==> src/rtl/shift_register_n.sv <==
// WIDTH-bit load/reverse/shift/rotate register with start/busy/done handshake.
// Define SHREG_N_BARREL_EN to complete shifts/rotates in one cycle.
module shift_register_n #(
  parameter int WIDTH = 8,
  parameter int AMT_W = $clog2(WIDTH)
) (
  input  logic             clk,
  input  logic             rst,
  input  logic             start,
  input  logic [2:0]       op,
  input  logic [WIDTH-1:0] i,
  input  logic [AMT_W-1:0] amt,
  input  logic             ser_in,
  output logic [WIDTH-1:0] data,
  output logic             busy,
  output logic             done
);

  typedef enum logic {IDLE, STEP} state_t;

  state_t           state_q, state_n;
  logic [WIDTH-1:0] data_q, data_n;
  logic [AMT_W-1:0] count_q, count_n;
  logic [2:0]       op_q, op_n;
  logic             done_q, done_n;

  function automatic logic [WIDTH-1:0] rev(input logic [WIDTH-1:0] v);
    for (int k = 0; k < WIDTH; k++)
      rev[k] = v[WIDTH-1-k];
  endfunction

  function automatic logic [WIDTH-1:0] nibrev(input logic [WIDTH-1:0] v);
    for (int g = 0; g < WIDTH/4; g++)
      for (int k = 0; k < 4; k++)
        nibrev[4*g+k] = v[4*g+3-k];
  endfunction

  function automatic logic [WIDTH-1:0] step(
    input logic [2:0]       o,
    input logic [WIDTH-1:0] v,
    input logic             f
  );
    step = v;
    unique case (o)
      3'd3:    step = {v[WIDTH-2:0], f};
      3'd4:    step = {f, v[WIDTH-1:1]};
      3'd5:    step = {v[WIDTH-2:0], v[WIDTH-1]};
      3'd6:    step = {v[0], v[WIDTH-1:1]};
      default: step = v;
    endcase
  endfunction

`ifdef SHREG_N_BARREL_EN
  function automatic logic [WIDTH-1:0] barrel(
    input logic [2:0]       o,
    input logic [WIDTH-1:0] v,
    input logic [AMT_W-1:0] n,
    input logic             f
  );
    logic [WIDTH-1:0]   ones;
    logic [2*WIDTH-1:0] dbl;
    int                 r;
    ones   = '1;
    r      = int'(n) % WIDTH;
    dbl    = '0;
    barrel = v;
    unique case (o)
      3'd3: barrel = (v << n) | (f ? ~(ones << n) : '0);
      3'd4: barrel = (v >> n) | (f ? ~(ones >> n) : '0);
      3'd5: begin
        dbl    = {v, v} << r;
        barrel = dbl[2*WIDTH-1:WIDTH];
      end
      3'd6: begin
        dbl    = {v, v} >> r;
        barrel = dbl[WIDTH-1:0];
      end
      default: barrel = v;
    endcase
  endfunction
`endif

  always_comb begin
    state_n = state_q;
    data_n  = data_q;
    count_n = count_q;
    op_n    = op_q;
    done_n  = 1'b0;
    unique case (state_q)
      IDLE: begin
        if (start) begin
          op_n = op;
          unique case (op)
            3'd0: begin data_n = i;         done_n = 1'b1; end
            3'd1: begin data_n = rev(i);    done_n = 1'b1; end
            3'd2: begin data_n = nibrev(i); done_n = 1'b1; end
            3'd7: done_n = 1'b1;
            default: begin
`ifdef SHREG_N_BARREL_EN
              data_n = barrel(op, i, amt, ser_in);
              done_n = 1'b1;
`else
              data_n = i;
              if (amt == '0) begin
                done_n = 1'b1;
              end else begin
                count_n = amt;
                state_n = STEP;
              end
`endif
            end
          endcase
        end
      end
      STEP: begin
        data_n  = step(op_q, data_q, ser_in);
        count_n = count_q - 1'b1;
        // last step: leave STEP and publish the result
        if (count_q == AMT_W'(1)) begin
          state_n = IDLE;
          done_n  = 1'b1;
        end
      end
      default: state_n = IDLE;
    endcase
  end

  always_ff @(posedge clk) begin
    if (rst) begin
      state_q <= IDLE;
      data_q  <= '0;
      count_q <= '0;
      op_q    <= '0;
      done_q  <= 1'b0;
    end else begin
      state_q <= state_n;
      data_q  <= data_n;
      count_q <= count_n;
      op_q    <= op_n;
      done_q  <= done_n;
    end
  end

  assign data = data_q;
  assign busy = (state_q == STEP);
  assign done = done_q;

endmodule

==> config.mk <==
export PLATFORM = sky130hd
export DESIGN_NAME = shift_register_n
export DESIGN_NICKNAME = d
export VERILOG_FILES = /design/src/rtl/shift_register_n.sv
export SDC_FILE = /design/constraint.sdc
export NUM_CORES = 1
export LEC_CHECK = 0
export CAP_MARGIN = 25
export CORE_MARGIN = 2
export CORE_UTILIZATION = 51
export DETAILED_ROUTE_END_ITERATION = 7
export GPL_ROUTABILITY_DRIVEN = 0
export GPL_TIMING_DRIVEN = 0
export PLACE_DENSITY = 0.8
export SLEW_MARGIN = 15
export SYNTH_ARGS = -nofsm -noshare
export SYNTH_HDL_FRONTEND = slang
export SYNTH_SLANG_ARGS = --single-unit
==> constraint.sdc <==
create_clock -name clk -period 1.8 [get_ports clk]
set_input_delay 0.36 -clock clk [delete_from_list [all_inputs] [get_ports clk]]
set_output_delay 0.36 -clock clk [all_outputs]
set_load 0.02 [all_outputs]
==> results of run 1 <==
state kept, by name, summed over array words and instances, names as in the netlist:
signal and cells:
busy 1, count_q 3, data 8, done 1
op_q 3
metal layers:
| metal | vias up | global-route usage | wire length (um) |
|---|---|---|---|
| li1 | 676 | - | - |
| met1 | 644 | 0.323 | 1610 |
| met2 | 47 | 0.407 | 1570 |
| met3 | 5 | 0.0269 | 182 |
| met4 | 0 | 0.0650 | 40 |
| met5 | - | 0 | 0 |
kinds of logic (layout without fill, tap and decap cells):
kind of cell	count (synthesis)	after routing	synth area share
adder cells (fa/ha/maj)	2	2	0.0189
multiplexers	4	4	0.0303
XOR/XNOR	3	3	0.0256
AO/OA/AOI/OAI	55	55	0.307
AND/OR/NAND/NOR	63	63	0.250
flip-flops	16	16	0.242
buffers and inverters	24	52	0.126
layout make-up:
cell class | instances | area (sq um)
fill | 211 | 818
buffer | 15 | 135
clock buffer | 3 | 22.5
multi-input combinational | 127 | 860
timing repair buffer | 25 | 250
sequential | 16 | 320
tap | 30 | 37.5
inverter | 9 | 33.8
final timing paths:
check / slack (ps) / cells past startpoint / end / from
worst max register to register: 280 / 6 / data[6] / op_q[1]
worst max-delay path: 90 / 6 / data[1] / i[6]
worst min-delay path: 500 / 2 / data[4] / data[4]
worst min register to register: 500 / 2 / data[4] / data[4]
through the flow:
stage	power, mW	setup TNS (ps)	util	cells
after floorplan	0.681	0	-	167
after global placement	0.811	-1760	0.649	222
after detailed placement	0.824	-2060	0.649	222
after CTS	1.02	0	0.666	225
after global routing	1.08	0	0.670	225
final	1.02	0	0.670	225
timing repair:
action	in CTS	in global routing
endpoints found under the hold margin	0	0
gates resized for setup	3	4
setup buffers	0	0
pin swaps	1	0
setup endpoints to repair	3	4
Yosys cell counts (2+ instances only):
cell / n
a211oi_1: 4
a21oi_1: 15
a221oi_1: 5
a311o_1: 3
a311oi_1: 4
buf_2: 4
buf_6: 4
clkbuf_8: 3
dfxtp_1: 16
ha_1: 2
inv_1: 9
mux2i_1: 4
nand2_1: 25
nand3_1: 7
nand3b_1: 4
nor2_1: 8
nor2b_1: 7
nor3_1: 2
nor3b_1: 2
o211ai_1: 4
o21ai_0: 4
o311ai_0: 3
or3_1: 2
xnor2_1: 2
placed cells by master (no fill, tap or decap), drive strengths merged:
master,instances
clkdlybuf4s50,26
nand2,26
dfxtp,16
a21oi,15
inv,9
nor2,9
buf,9
clkbuf,8
nand3,7
nor2b,7
a221oi,5
a211oi,4
o21ai,4
a311oi,4
nand3b,4
o211ai,4
mux2i,4
a311o,4
o311ai,4
xnor2,3
or3,2
nor3,2
nor3b,2
ha,2
a22o,2
a21o,1
nand4,1
o21bai,1
a22oi,1
and4b,1
a31oi,1
nor4bb,1
a32oi,1
nand2b,1
o22ai,1
o31ai,1
o21ba,1
o311a,1
power by group:
part           total, mW  internal (mW)  leakage [nW]  switching [mW]
sequential         0.423          0.389         0.132          0.0340
combinational      0.409          0.198         0.461           0.211
clock              0.190         0.0779        0.0138           0.112
worst max-delay path: stages:
cell             delay [ps]
clkdlybuf4s50_1         550
inv_1                    80
o311ai_0                360
a221oi_2                130
a311o_2                 330
a21oi_1                 130
==> impl_metrics.env, run 1 <==
export IMPL_synth_top_flop_cell="dfxtp_1"
export IMPL_ios=28
export IMPL_coreArea_sq_um=2480
export IMPL_clk_path_buf_depth=2
export IMPL_ant_nets=0
export IMPL_num_rows=18
export IMPL_hold_violations=0
export IMPL_cellLeakagePower_nw=0.607
export IMPL_first_pass_iters=4
export IMPL_grt_total_usage=0.240
export IMPL_clkSinkCount=16
export IMPL_grt_pass1_wl_mm=5.29
export IMPL_max_slew_margin=0.727
export IMPL_vdd_drop_max_mv=0.530
export IMPL_syn_area_per_cell_sq_um=7.91
export IMPL_hold_worst_slack_ps=495
export IMPL_area_delta_synth_final_pct=25.6
export IMPL_period_needed_ps=1710
export IMPL_arrival_ps=1930
export IMPL_syn_inst=167
export IMPL_status="finished clean"
export IMPL_dp_hpwl_mm=2.57
export IMPL_yosysSeqAreaShare=0.242
export IMPL_postPlaceCellArea_sq_um=1610
export IMPL_h_tree_depth=1
export IMPL_grt_setup_unrepaired="false"
export IMPL_grt_pass1_vias=1171
export IMPL_diodes=0
export IMPL_yosysTopAreaCell="dfxtp_1"
export IMPL_synth_top_area_frac=0.242
export IMPL_hold_buffers=0
export IMPL_ys_warn_count=0
export IMPL_die_x_um=54.9
export IMPL_fmax_mhz=584
export IMPL_fin_nets=217
export IMPL_place_ws_ps=-345
export IMPL_grt_start_max_net_pins=11
export IMPL_clock_latency_ps=290
export IMPL_cts_root_buf="clkbuf_4"
export IMPL_gr_total_overflow=0
export IMPL_die_h_um=54.9
export IMPL_port_buffers=25
export IMPL_synthTopCellsByArea="dfxtp_1, nand2_1, a21oi_1"
export IMPL_routed_wl_mm=3.40
export IMPL_clk_pin_slew_worst_paths_ps=90
export IMPL_cp_start_kind="primary input"
export IMPL_drtIter0Drc=50
export IMPL_min_path_type="reg -> reg"
export IMPL_fin_ws_ps=87.5
export IMPL_synthesis_nets=187
export IMPL_crit_type="in -> reg"
export IMPL_fin_crit_sh=0.951
export IMPL_synth_area_sq_um=1320
export IMPL_skew_ps=0.431
export IMPL_tightest_slew_ps=404
export IMPL_die_area_sq_um=3010
export IMPL_worst_path_max_fanout=4
export IMPL_numCtsBuffers=3
export IMPL_cp_required_ps=2020
export IMPL_drv_cap=0
export IMPL_antenna_found_initial=0
export IMPL_via_count=1372
export IMPL_ys_types=48
export IMPL_via_per_inst=6.10
export IMPL_drc=0
export IMPL_synth_edff_count=0
export IMPL_powerDensity_nw_per_um2=616
export IMPL_async_flop_share=0
export IMPL_initial_core_util=0.533
export IMPL_drive_gt1_frac=0.144
export IMPL_final_max_slew_violation_count=0
export IMPL_crit_path_end_kind="flop"
export IMPL_ys_ff_latch=16
export IMPL_setup_viol=0
export IMPL_design_area_sq_um=1660
export IMPL_wl_per_cell_um=15.1
export IMPL_cts_tree="done"
(Power assumes the default switching activity.)
==> run 2: changes to the inputs <==
CORE_MARGIN = 4   (was 2)
CORE_UTILIZATION = 50   (was 51)
PLACE_DENSITY = 0.79   (was 0.8)
==> run 2 against run 1 <==
Largest power group unchanged. Via count is 4.3% higher. Maximum frequency is 2.2% lower. Largest cell class unchanged. Critical path type unchanged. First-iteration DRC count rose by 100%. Core utilization rose by 0.75 points.
==> impl_metrics.env, run 2 (same netlist as run 1, synthesis figures left out) <==
export IMPL_hold_end="data[6]"
export IMPL_area_delta_synth_final_pct=28.1
export IMPL_hold_violations=0
export IMPL_cts_root_buf="clkbuf_4"
export IMPL_wl_per_cell_um=16.6
export IMPL_powerDensity_nw_per_um2=643
export IMPL_num_fill_cells=222
export IMPL_port_buffers=25
export IMPL_diodes=0
export IMPL_cp_start_kind="primary input"
export IMPL_internal_power_uw=712
export IMPL_first_pass_iters=4
export IMPL_cellLeakagePower_nw=0.627
export IMPL_grt_setup_unrepaired="true"
export IMPL_tightest_slew_ps=430
export IMPL_drtIter0Drc=101
export IMPL_fin_crit_sh=0.973
export IMPL_clock_latency_ps=300
export IMPL_crit_type="in -> reg"
export IMPL_timing_setup_tns_ps=0
export IMPL_dp_hpwl_mm=2.76
export IMPL_num_rows=18
export IMPL_via_count=1431
export IMPL_p_sw_uw=376
export IMPL_max_slew_margin=0.713
export IMPL_largest_reg_flops=8
export IMPL_hold_buffers=0
export IMPL_hp_start="data[6]"
export IMPL_final_util=0.677
export IMPL_final_cell_mix="clkdlybuf4s50_1, nand2_1, dfxtp_1, a21oi_1, inv_1"
export IMPL_drc=0
export IMPL_grt_pass1_vias=1408
export IMPL_die_area_sq_um=3530
export IMPL_die_x_um=59.4
export IMPL_hold_depth=2
export IMPL_place_ws_ps=-366
export IMPL_p_sw_frac=0.346
export IMPL_numCtsBuffers=3
export IMPL_clk_path_buf_depth=2
export IMPL_design_area_sq_um=1690
export IMPL_cp_required_ps=1990
export IMPL_worst_path_max_fanout=10
export IMPL_fin_ws_ps=48.6
export IMPL_pwr_share_clk=0.227
export IMPL_worstRegToRegCells=6
export IMPL_final_max_slew_violation_count=0
export IMPL_status="finished clean"
export IMPL_antenna_found_initial=0
export IMPL_r2r_slack_ps=220
export IMPL_clk_pin_slew_worst_paths_ps=100
export IMPL_fmax_mhz=571
export IMPL_vdd_drop_max_mv=0.533
export IMPL_p_comb_frac=0.383
export IMPL_h_tree_depth=1
export IMPL_drive_gt1_frac=0.158
export IMPL_die_h_um=59.4
export IMPL_gr_total_overflow=0
export IMPL_min_path_type="reg -> reg"
export IMPL_crit_chain="clkdlybuf4s50_1, clkbuf_4, o311ai_2, a221oi_2, a311o_1, a21oi_1"
export IMPL_timing_rr_start="op_q[0]"
export IMPL_drv_cap=0
export IMPL_grt_start_max_net_pins=11
export IMPL_cts_tree="done"
export IMPL_fin_nets=217
export IMPL_cp_slowest_cell="clkdlybuf4s50_1"
export IMPL_r2r_end="data[6]"
export IMPL_initial_core_util=0.529
export IMPL_critical_path_top_delay_family="buffers and inverters"
export IMPL_arrival_ps=1950
export IMPL_ant_nets=0
export IMPL_p_seq_frac=0.390
export IMPL_crit_path_end_kind="flop"
export IMPL_post_cts_repair_setup_buffers=0
export IMPL_setup_viol=0
export IMPL_period_needed_ps=1750
export IMPL_ios=28
export IMPL_grt_pass1_wl_mm=6.24
export IMPL_max_stage_delay_ps=630
export IMPL_skew_ps=1.95
export IMPL_grt_total_usage=0.227
export IMPL_critPathBufInv=2
export IMPL_coreArea_sq_um=2500
export IMPL_postPlaceCellArea_sq_um=1610
export IMPL_via_per_inst=6.33
export IMPL_clkSinkCount=16
export IMPL_routed_wl_mm=3.76
[run 2: cell count changes in the layout (fill, tap and decap cells not counted)]
cell,change
dlymetal6s2s_1,+1
o311ai_0,-2
o311ai_2,+2
buf_2,-1
clkbuf_8,+1
clkbuf_4,+1
clkdlybuf4s50_1,-1
[run 2: per-layer routing]
| metal | track usage | wire length, um | vias to the layer above |
|---|---|---|---|
| li1 | - | - | 676 |
| met1 | 0.282 | 1580 | 682 |
| met2 | 0.381 | 1850 | 65 |
| met3 | 0.0261 | 274 | 8 |
| met4 | 0.117 | 60 | 0 |
| met5 | 0 | 0 | - |
[run 2: cell type report]
type                            count  area, sq um  area share
Buffer                             15          138      0.0813
Multi-Input combinational cell    127          875       0.517
Tap cell                           30         37.5      0.0222
Clock buffer                        4         36.3      0.0214
Timing Repair Buffer               25          253       0.149
Inverter                            9         33.8      0.0200
Sequential cell                    16          320       0.189
[run 2: how the worst max path moves through the flow]
stage,slack (ps),end,start,cells past startpoint
2_1_floorplan,360,data[6],op[1],6
3_3_place_gp,-330,data[5],op[0],6
3_5_place_dp,-370,data[2],op[2],7
4_1_cts,20,data[6],op[2],7
5_1_grt,-40,data[6],op[0],6
6_report,50,data[6],op[0],6
[run 2: power by group through the flow]
stage	logic (mW)	registers, mW	clock network (mW)
after detailed placement	0.398	0.430	0
final	0.417	0.424	0.247
after global routing	0.457	0.429	0.262
after global placement	0.386	0.427	0
after floorplan	0.232	0.449	0
after CTS	0.407	0.422	0.243
[run 2: what timing repair did]
action / CTS / global route
pin swaps: 1 / 0
resized for setup: 3 / 10
setup endpoints to repair: 3 / 7
hold endpoints to repair: 0 / 0
[run 2: through the flow]
step | std cells | power, mW | hold slack (ps)
2_1_floorplan | 167 | 0.681 | 471
3_3_place_gp | 222 | 0.813 | 473
3_5_place_dp | 222 | 0.828 | 492
4_1_cts | 226 | 1.07 | 506
5_1_grt | 226 | 1.15 | 522
6_report | 226 | 1.09 | 508
[run 2: worst min-delay path, cell delays in order (launching register included)]
cell     delay (ps)
dfxtp_1         350
nand2_1          60
a21oi_1          60
==> run 3: changes to the inputs <==
CORE_UTILIZATION = 33   (was 50)
PLACE_DENSITY = not set   (was 0.79)
==> run 3 against run 2 <==
Total power is 1.6% higher. Design area is 0.74% higher. Die area is 44% higher. Critical path type unchanged. Via count down 4.8%. Largest power group unchanged. Register-to-register slack improved by 20 ps. Sequential share of layout area fell by 0.14 points. Combinational power shrank 2%. Maximum frequency grew 2.4%. Global-route usage down 7.7 points. Hold slack got worse by 11 ps.
==> impl_metrics.env, run 3 (same netlist as run 1, synthesis figures left out) <==
export IMPL_arrival_ps=1860
export IMPL_gr_total_overflow=0
export IMPL_cp_start_kind="primary input"
export IMPL_r2r_end="data[5]"
export IMPL_min_path_type="reg -> reg"
export IMPL_drc=0
export IMPL_hold_worst_slack_ps=497
export IMPL_cts_root_buf="clkbuf_8"
export IMPL_routed_wl_mm=3.65
export IMPL_crit_type="in -> reg"
export IMPL_grt_start_max_net_pins=11
export IMPL_die_h_um=71.3
export IMPL_r2r_slack_ps=240
export IMPL_clock_latency_ps=250
export IMPL_largest_reg_flops=8
export IMPL_initial_core_util=0.350
export IMPL_timing_setup_tns_ps=0
export IMPL_fmax_mhz=585
export IMPL_powerDensity_nw_per_um2=648
export IMPL_max_slew_margin=0.666
export IMPL_drv_cap=0
export IMPL_timing_rr_start="op_q[1]"
export IMPL_area_delta_synth_final_pct=29.1
export IMPL_ant_nets=0
export IMPL_hp_start="data[3]"
export IMPL_worst_path_max_fanout=10
export IMPL_setup_viol=0
export IMPL_max_stage_delay_ps=610
export IMPL_via_count=1362
export IMPL_totalPowerFinal_mw=1.11
export IMPL_num_rows=22
export IMPL_hold_end="data[3]"
export IMPL_vdd_drop_max_mv=0.247
export IMPL_tightest_slew_ps=501
export IMPL_coreArea_sq_um=3770
export IMPL_worstRegToRegCells=6
export IMPL_via_per_inst=5.60
export IMPL_h_tree_depth=1
export IMPL_first_pass_iters=4
export IMPL_cellLeakagePower_nw=0.625
export IMPL_cp_slowest_cell="clkdlybuf4s50_1"
export IMPL_post_cts_repair_setup_buffers=0
export IMPL_grt_total_usage=0.150
export IMPL_ios=28
export IMPL_crit_path_end_kind="flop"
export IMPL_status="finished clean"
export IMPL_drive_gt1_frac=0.144
export IMPL_cts_tree="done"
export IMPL_antenna_found_initial=0
export IMPL_drtIter0Drc=49
export IMPL_die_area_sq_um=5080
export IMPL_crit_chain="clkdlybuf4s50_1, buf_4, o311ai_1, a221oi_2, a311o_1, a21oi_1"
export IMPL_skew_ps=3.75
export IMPL_wl_per_cell_um=15.0
export IMPL_clk_path_buf_depth=2
export IMPL_fin_crit_sh=0.950
export IMPL_num_fill_cells=375
export IMPL_port_buffers=25
export IMPL_period_needed_ps=1710
export IMPL_cp_required_ps=1950
export IMPL_clk_pin_slew_worst_paths_ps=60
export IMPL_dp_hpwl_mm=2.80
export IMPL_numCtsBuffers=3
export IMPL_hold_buffers=0
export IMPL_clkSinkCount=16
export IMPL_die_x_um=71.3
export IMPL_grt_pass1_wl_mm=6.04
export IMPL_grt_setup_unrepaired="false"
export IMPL_final_max_slew_violation_count=0
export IMPL_grt_pass1_vias=1288
export IMPL_hold_violations=0
export IMPL_hold_depth=2
export IMPL_fin_nets=217
export IMPL_final_cell_mix="clkdlybuf4s50_1, nand2_1, dfxtp_1, a21oi_1, inv_1"
export IMPL_design_area_sq_um=1710
export IMPL_diodes=0
export IMPL_postPlaceCellArea_sq_um=1630
run 3: changes by cell type in the layout (fill, tap and decap cells not counted):
| cell | before | now |
|---|---|---|
| o311ai_1 | 2 | 3 |
| clkbuf_8 | 4 | 6 |
| o311ai_2 | 2 | 0 |
| buf_4 | 2 | 3 |
| o311ai_0 | 0 | 1 |
| clkbuf_4 | 4 | 0 |
run 3: routing by layer:
| metal | global-route usage | wire [um] | share of wire | vias to the layer above |
|---|---|---|---|---|
| met2 | 0.261 | 1810 | 0.50 | 34 |
| met1 | 0.176 | 1600 | 0.44 | 644 |
| met3 | 0.0407 | 185 | 0.051 | 5 |
| met4 | 0.0501 | 50 | 0.014 | 0 |
| li1 | - | - | - | 679 |
| met5 | 0 | 0 | 0 | - |
run 3: timing repair:
action | 4_1_cts | 5_1_grt
pin swaps | 1 | 0
gates resized for setup | 5 | 5
setup endpoints to repair | 3 | 8
run 3: how the worst max path moves through the flow:
stage,startpoint,cells after the start,to
2_1_floorplan,op[1],6,data[6]
3_3_place_gp,op[0],6,data[5]
3_5_place_dp,op[0],6,data[5]
4_1_cts,op[2],7,data[1]
5_1_grt,op[0],6,data[6]
6_report,op[0],6,data[6]
run 3: stage by stage:
stage           util  std cells  setup WS (ps)
6_report       0.452        243           89.4
5_1_grt        0.452        243           14.8
4_1_cts        0.449        243           2.86
3_5_place_dp   0.433        240           -332
3_3_place_gp   0.433        240           -341
2_1_floorplan      -        167            362
run 3: power breakdown:
| part | switching (mW) | total (mW) | internal (mW) |
|---|---|---|---|
| logic | 0.210 | 0.409 | 0.199 |
| registers | 0.0350 | 0.424 | 0.389 |
| clock network | 0.124 | 0.273 | 0.149 |
| total | 0.369 | 1.11 | 0.737 |
run 3: worst max-delay path: cells and delay by family:
kind | cells | cell delay, ps
buf+inv | 2 | 840
compound gates | 4 | 670
run 3: area by class of cell:
class	instances	area, sq um	area share
sequential	16	320	0.188
timing repair buffer	25	253	0.148
clock buffer	3	41.3	0.0242
inverter	9	33.8	0.0198
multi-input combinational	127	860	0.504
buffer	15	138	0.0807
tap	48	60.1	0.0352
